==> src/rtl/memory_stage.sv <==
// rtl/memory_stage.sv - MIPS MEM stage: load/store over a req/ack data port, MEM/WB register
module memory_stage #(
    parameter int DMEM_MAX_WAIT = 255
) (
    input  logic        clock,
    input  logic        reset,
    input  logic        ex_valid,
    input  logic [31:0] ex_pc,
    input  logic [31:0] ex_instruction,
    input  logic [31:0] ex_alu_result,
    input  logic [31:0] ex_store_data,
    input  logic        ex_mem_read,
    input  logic        ex_mem_write,
    input  logic [1:0]  ex_mem_size,
    input  logic        ex_load_unsigned,
    input  logic        ex_gpr_we,
    input  logic [4:0]  ex_gpr_wreg,
    output logic        stall_out,
    output logic        dmem_req,
    output logic        dmem_we,
    output logic [31:0] dmem_addr,
    output logic [31:0] dmem_wdata,
    output logic [3:0]  dmem_be,
    input  logic        dmem_ack,
    input  logic [31:0] dmem_rdata,
    output logic        wb_valid,
    output logic [31:0] wb_pc,
    output logic [31:0] wb_instruction,
    output logic        wb_gpr_we,
    output logic [4:0]  wb_gpr_wreg,
    output logic [31:0] wb_gpr_wdata,
    output logic        misalign_exc,
    output logic        timeout_err
);

    localparam int CW = 16;

    typedef enum logic [0:0] {IDLE, ACCESS} state_t;

    state_t      state, state_next;

    // Fields captured when an access is accepted; they drive the memory port until ack.
    logic [31:0] l_addr;
    logic [1:0]  l_size;
    logic        l_unsigned;
    logic        l_write;
    logic [31:0] l_store_data;
    logic [31:0] l_pc;
    logic [31:0] l_instruction;
    logic        l_gpr_we;
    logic [4:0]  l_gpr_wreg;
    logic [CW-1:0] wait_cnt;

    logic        memop;
    logic        misaligned;
    logic        accept;
    logic [1:0]  lane;
    logic [31:0] rdata_shifted;
    logic [31:0] load_data;
    logic [CW-1:0] wait_cnt_next;

    // Decode the incoming EX/MEM entry: memory op, alignment and whether an access starts.
    always_comb begin
        memop      = ex_valid & (ex_mem_read | ex_mem_write);
        misaligned = 1'b0;
        case (ex_mem_size)
            2'b00:   misaligned = 1'b0;
            2'b01:   misaligned = ex_alu_result[0];
            default: misaligned = (ex_alu_result[1:0] != 2'b00);
        endcase
        misaligned = misaligned & memop;
        accept     = (state == IDLE) & memop & ~misaligned;
    end

    // Next state and stall: stall while an access is being set up or is awaiting ack.
    always_comb begin
        state_next = state;
        stall_out  = 1'b0;
        case (state)
            IDLE: begin
                stall_out = accept;
                if (accept) state_next = ACCESS;
            end
            ACCESS: begin
                stall_out = ~dmem_ack;
                if (dmem_ack) state_next = IDLE;
            end
            default: state_next = IDLE;
        endcase
    end

    // Memory port driven purely from latched fields so it holds steady until ack.
    always_comb begin
        lane       = l_addr[1:0];
        dmem_req   = (state == ACCESS);
        dmem_we    = l_write;
        dmem_addr  = {l_addr[31:2], 2'b00};
        dmem_be    = 4'b1111;
        dmem_wdata = l_store_data;
        case (l_size)
            2'b00: begin
                dmem_be    = 4'b0001 << lane;
                dmem_wdata = {4{l_store_data[7:0]}};
            end
            2'b01: begin
                dmem_be    = 4'b0011 << lane;
                dmem_wdata = {2{l_store_data[15:0]}};
            end
            default: begin
                dmem_be    = 4'b1111;
                dmem_wdata = l_store_data;
            end
        endcase
    end

    // Load lane extraction and sign/zero extension of the returned word.
    always_comb begin
        rdata_shifted = dmem_rdata >> {lane, 3'b000};
        case (l_size)
            2'b00:   load_data = l_unsigned ? {24'h0, rdata_shifted[7:0]}
                                            : {{24{rdata_shifted[7]}}, rdata_shifted[7:0]};
            2'b01:   load_data = l_unsigned ? {16'h0, rdata_shifted[15:0]}
                                            : {{16{rdata_shifted[15]}}, rdata_shifted[15:0]};
            default: load_data = dmem_rdata;
        endcase
        wait_cnt_next = (wait_cnt == {CW{1'b1}}) ? wait_cnt : wait_cnt + 1'b1;
    end

    // State, latched access fields, wait counter and the MEM/WB register.
    always_ff @(posedge clock or posedge reset) begin
        if (reset) begin
            state          <= IDLE;
            l_addr         <= '0;
            l_size         <= '0;
            l_unsigned     <= 1'b0;
            l_write        <= 1'b0;
            l_store_data   <= '0;
            l_pc           <= '0;
            l_instruction  <= '0;
            l_gpr_we       <= 1'b0;
            l_gpr_wreg     <= '0;
            wait_cnt       <= '0;
            wb_valid       <= 1'b0;
            wb_pc          <= '0;
            wb_instruction <= '0;
            wb_gpr_we      <= 1'b0;
            wb_gpr_wreg    <= '0;
            wb_gpr_wdata   <= '0;
            misalign_exc   <= 1'b0;
            timeout_err    <= 1'b0;
        end else begin
            state        <= state_next;
            misalign_exc <= 1'b0;
            timeout_err  <= 1'b0;
            if (state == IDLE) begin
                if (accept) begin
                    l_addr        <= ex_alu_result;
                    l_size        <= ex_mem_size;
                    l_unsigned    <= ex_load_unsigned;
                    l_write       <= ex_mem_write;
                    l_store_data  <= ex_store_data;
                    l_pc          <= ex_pc;
                    l_instruction <= ex_instruction;
                    l_gpr_we      <= ex_gpr_we;
                    l_gpr_wreg    <= ex_gpr_wreg;
                    wait_cnt      <= '0;
                    wb_valid      <= 1'b0;
                    wb_gpr_we     <= 1'b0;
                end else begin
                    wb_valid       <= ex_valid;
                    wb_pc          <= ex_pc;
                    wb_instruction <= ex_instruction;
                    wb_gpr_we      <= ex_valid & ex_gpr_we & ~misaligned;
                    wb_gpr_wreg    <= ex_gpr_wreg;
                    wb_gpr_wdata   <= ex_alu_result;
                    misalign_exc   <= misaligned;
                end
            end else begin
                if (dmem_ack) begin
                    wb_valid       <= 1'b1;
                    wb_pc          <= l_pc;
                    wb_instruction <= l_instruction;
                    wb_gpr_we      <= l_gpr_we & ~l_write;
                    wb_gpr_wreg    <= l_gpr_wreg;
                    wb_gpr_wdata   <= l_write ? l_addr : load_data;
                end else begin
                    wb_valid    <= 1'b0;
                    wb_gpr_we   <= 1'b0;
                    wait_cnt    <= wait_cnt_next;
                    timeout_err <= (DMEM_MAX_WAIT > 0) && (wait_cnt_next == CW'(DMEM_MAX_WAIT));
                end
            end
        end
    end

endmodule

==> config.mk <==
export PLATFORM = sky130hd
export DESIGN_NAME = memory_stage
export DESIGN_NICKNAME = d
export VERILOG_FILES = /design/src/rtl/memory_stage.sv
export SDC_FILE = /design/constraint.sdc
export NUM_CORES = 1
export LEC_CHECK = 0
export CAP_MARGIN = 20
export CORE_UTILIZATION = 44
export DETAILED_ROUTE_END_ITERATION = 12
export PLACE_DENSITY = 0.76
export SLEW_MARGIN = 25
export SYNTH_ARGS = -nofsm -noshare
export SYNTH_HDL_FRONTEND = slang
export SYNTH_SLANG_ARGS = --single-unit
==> constraint.sdc <==
create_clock -name clock -period 8.95 [get_ports clock]
set_clock_uncertainty 0.15 [all_clocks]
set_input_delay 1.79 -clock clock [delete_from_list [all_inputs] [get_ports clock]]
set_output_delay 1.79 -clock clock [all_outputs]
set_load 0.05 [all_outputs]
### After elaboration in Yosys (flattened, before gate mapping)

Index checks and enable logic that the tools add are counted.

* bits of input ports: 175
* flip-flop bits (word level): 260
* output and inout bits: 176

* shift operators: 3
* eq/ne operators: 7
* bitwise gates (word level): 12
* reductions and logical operators: 7
* add/subtract/negate cells: 1
* multiplexer cells: 37

Operators by type and width (number)
* $mux 32: 12
* $pmux 32 s2: 2
* $mux 16: 4
* $shr 32x5->16: 1
* $add 16x1->16 const B: 1
* $eq 16x16->1 const B: 1
* $eq 16x8->1 const B: 1
* $mux 5: 3
* $mux 1: 12
* $pmux 4 s2: 1
* $and 1x1->1: 7
* $ne 2x2->1 const B: 3
* $pmux 1 s2: 3
* $reduce_and 2->1: 3
* $eq 2x1->1 const B: 2
* $logic_not 2->1: 2
* $not 1->1: 4
* $reduce_bool 2->1: 2
* $shl 1x2->4 const A: 1
* $shl 2x2->4 const A: 1
* $or 1x1->1: 1

### Logic depth before layout (Yosys ltp)

* word-level depth: 7
* depth in mapped cells: 9
* mapped depth without buffers: 6

### Worst setup path before layout

Ideal clock, no wire load.

* kind: in2out
* from: input ex_mem_size[0]
* to: output stall_out
* required time: 7.010 ns
* arrival time: 3.045 ns
* path slack: 3.965 ns
* stages on the path: 6
* buffers on the path: 2
* cells stage by stage: o21a_1 -> a2111oi_2 -> nor2_1 -> inv_2 -> buf_4 -> buf_2

* longest elaborated chain between the ends: 6
* elaborated cells between the ends (all ways): 7
* those cells by class: 1 x eq/ne; 2 x mux; 3 x bitwise; 1 x reduce/logical

RTL lines
* from (decl): line 14 `input logic [1:0] ex_mem_size,`
* $eq 2x1->1 or $logic_not 2->1 (tied branches): line 66 `case (ex_mem_size)`
* $pmux 1 s2 (*): line 66
* $and 1x1->1 (*): line 71 `misaligned = misaligned & memop;`
* $not 1->1 (*): line 72 `accept = (state == IDLE) & memop & ~misaligned;`
* $and 1x1->1 (*): line 72
* $pmux 1 s2 (*): line 79 `case (state)`
* to (decl): line 18 `output logic stall_out,`

Mark *: on every way between the ends. The rest lies on a longest branch, timed or not.

### Worst setup path in the final report

Ends and elaborated chain as after synthesis.

==> impl_metrics.toml <==
[timing]
fin_setup_tns_ps = 0
relSlewSlack_pct = 31.2
fmax_mhz = 149
min_period_ps = 6690
worst_slack_ps = 2260
setup_viol = 0
drv_slew = 0
finalCritPeriodShare_pct = 74.8
rsz0062_at_grt = "no"
finalHoldViolCount = 0
worst_slew_pin_slew_ps = 1030

[routing]
drtIter0Drc = 564
post_drt_wl_per_cell_um = 19.1
drc = 0
wl_mm = 34.6
vias = 9724
dr.pass1.iters = 5
drt-vias-per-instance = 5.36
ant_nets = 0

[placement]
dp_slack_ps = 2260
io_buffers = 348
place.gp.congestion = 0.833
dp_hpwl_mm = 23.1
place_inst = 1758

[final_layout]
final_common_cell = "clkdlybuf4s50_1"
fin_nets = 1587
layout-drive-gt1-share_pct = 15.6
area_delta_synth_final_pct = 35.2
layout_common_cells = "clkdlybuf4s50_1, dfrtp_1, mux2_2, nand2_1, o21ai_0"
layoutNonFillerInstCount = 1815

[yosys]
synth-edff-count = 0
postSynthAreaPerCell_um2 = 11.0
synthCells = 1145
synth_flop_cell = "dfrtp_1"
ys_seq_elements = 260
seq_area_frac_synth_pct = 51.6
synth_cell_type_count = 55
syn_area_um2 = 12600
ys_async_sr_fraction_pct = 100
ys_warn_count = 0

[floorplanning]
die_x_um = 171
ioPinCount = 351
die_height_um = 171
initial_utilization_pct = 45.0
rows = 61
die-area_um2 = 29300
core_um2 = 28000

[worst_setup_path]
worstPathArrival_ps = 4750
crit_required_ps = 7010
path_class = "input port to primary output"
endpoint_kind = "primary output"
cp_max_fo = 61
start_kind = "input port"
r2r_setup_slack_ps = 5100

[clock_network]
cts_resized = 0
clock-sinks = 260
cts_root_buffer = "clkbuf_16"
cts_max_level = 1
clock_latency_ps = 550
cts_buffers = 29
clk_pin_slew_ps = 60
hold_buffers = 0
cts_setup_buffers = 0
cts_tree = "built"
clk_path_buf_depth = 3

[global_routing]
grt_overflow_total = 0
grt_pass1_vias = 9568
antenna_found_initial = 2
grt_max_degree = 166
grt_usage_pct = 23.1
grt_pass1_wl_mm = 53.3

[job]
maxCapViolations = 0

[pwr]
ir_drop_mv = 0.236
p_leak_uw = 0.00689
power.density_nw_per_um2 = 290

[worst_hold_path]
hold_class = "flip-flop to flip-flop"

[run_status]
outcome = "finished, final reports clean"
==> sequential cells by signal (all words and copies together) (netlist names), 2 cells and up <==
name,count
l_addr,32
l_gpr_wreg,5
l_instruction,32
l_pc,32
l_size,2
l_store_data,32
wait_cnt,16
wb_gpr_wdata,32
wb_gpr_wreg,5
wb_instruction,32
wb_pc,32
==> metrics by stage <==
stage	cell area (µm²)	util, %	hold slack, ps	power, µW
2_1_floorplan	12600	-	325	3060
3_3_place_gp	16000	57.2	310	3650
3_5_place_dp	16000	57.2	319	3690
4_1_cts	17000	60.8	333	4970
5_1_grt	17000	60.8	348	5160
6_report	17000	60.8	326	4930
==> metal layers <==
metal | wire length, µm | GRT usage (%) | up-vias
met2 | 16600 | 38.1 | 327
met5 | 11 | 0 | -
li1 | - | - | 4574
met4 | 1030 | 7.65 | 2
met1 | 14300 | 29.3 | 4758
met3 | 2630 | 6.42 | 63
==> cell usage after synthesis, drive strengths merged (2+ instances only) <==
cell type    n  share of area [%]
dfrtp      260                 52
mux2       153                 14
nand2      115                3.4
o21ai      106                4.2
mux2i       82                6.5
buf         80                4.1
a21oi       52                2.1
clkbuf      44                1.3
nor2        44                1.3
nand2b      23                1.1
a31oi       19               0.94
o31ai       18                1.1
inv         17               0.51
nor3b       17                1.0
o221ai      11               0.76
and3         9               0.45
nand4        8               0.40
a21o         7               0.42
nand3        6               0.24
nand3b       6               0.36
a32oi        5               0.35
nor2b        5               0.25
o21a         5               0.30
or3          5               0.25
a22oi        4               0.24
o22ai        4               0.20
a32o         3               0.24
and4         3               0.21
nor3         3               0.16
nor4         3               0.15
o211ai       3               0.18
a2111oi      2               0.19
a22o         2               0.14
a311oi       2               0.14
a31o         2               0.14
and3b        2               0.14
o21bai       2               0.12
xnor2        2               0.14
==> cells by family after synthesis <==
family                   after synthesis  share of synthesized area [%]
AO/OA/AOI/OAI                        254                           12.3
AND/OR/NAND/NOR                      249                           9.48
flip-flops                           260                           51.6
other                                  1                         0.0297
buffers and inverters                142                           5.96
adder cells (fa/ha/maj)                1                         0.0992
multiplexers                         236                           20.4
XOR/XNOR                               2                          0.139
==> final timing paths <==
path | from | endpoint | cells after the start
max in group asynchronous | reset | wb_pc[23] | 3
worst min-delay path | wb_pc[23] | wb_pc[23] | 2
worst max register to register | dmem_req | wb_pc[26] | 6
min in group asynchronous | reset | l_pc[9] | 2
worst min register to register | wb_pc[23] | wb_pc[23] | 2
worst max-delay path | ex_mem_size[0] | stall_out | 7
==> worst max-delay path, cell delays in order <==
cell	delay, ps
clkdlybuf4s50_1	510
o21a_1	250
a2111oi_4	420
nor2_2	70
buf_4	270
inv_4	490
clkdlybuf4s50_1	920
==> power breakdown <==
part	switching [µW]	leakage, µW	total, µW	internal [µW]
clock	490	0.000509	1270	778
combinational	1250	0.00325	2000	750
sequential	205	0.00312	1660	1460
==> cell type report <==
class / count / area (µm²)
Inverter: 18 / 73.8
Clock inverter: 16 / 211
Clock buffer: 38 / 810
Sequential cell: 260 / 6510
Multi-Input combinational cell: 744 / 5370
Timing Repair Buffer: 358 / 3590
Tap cell: 378 / 473
Fill cell: 2315 / 11000
Antenna cell: 3 / 7.51
Power figures use the tool's default switching activity.
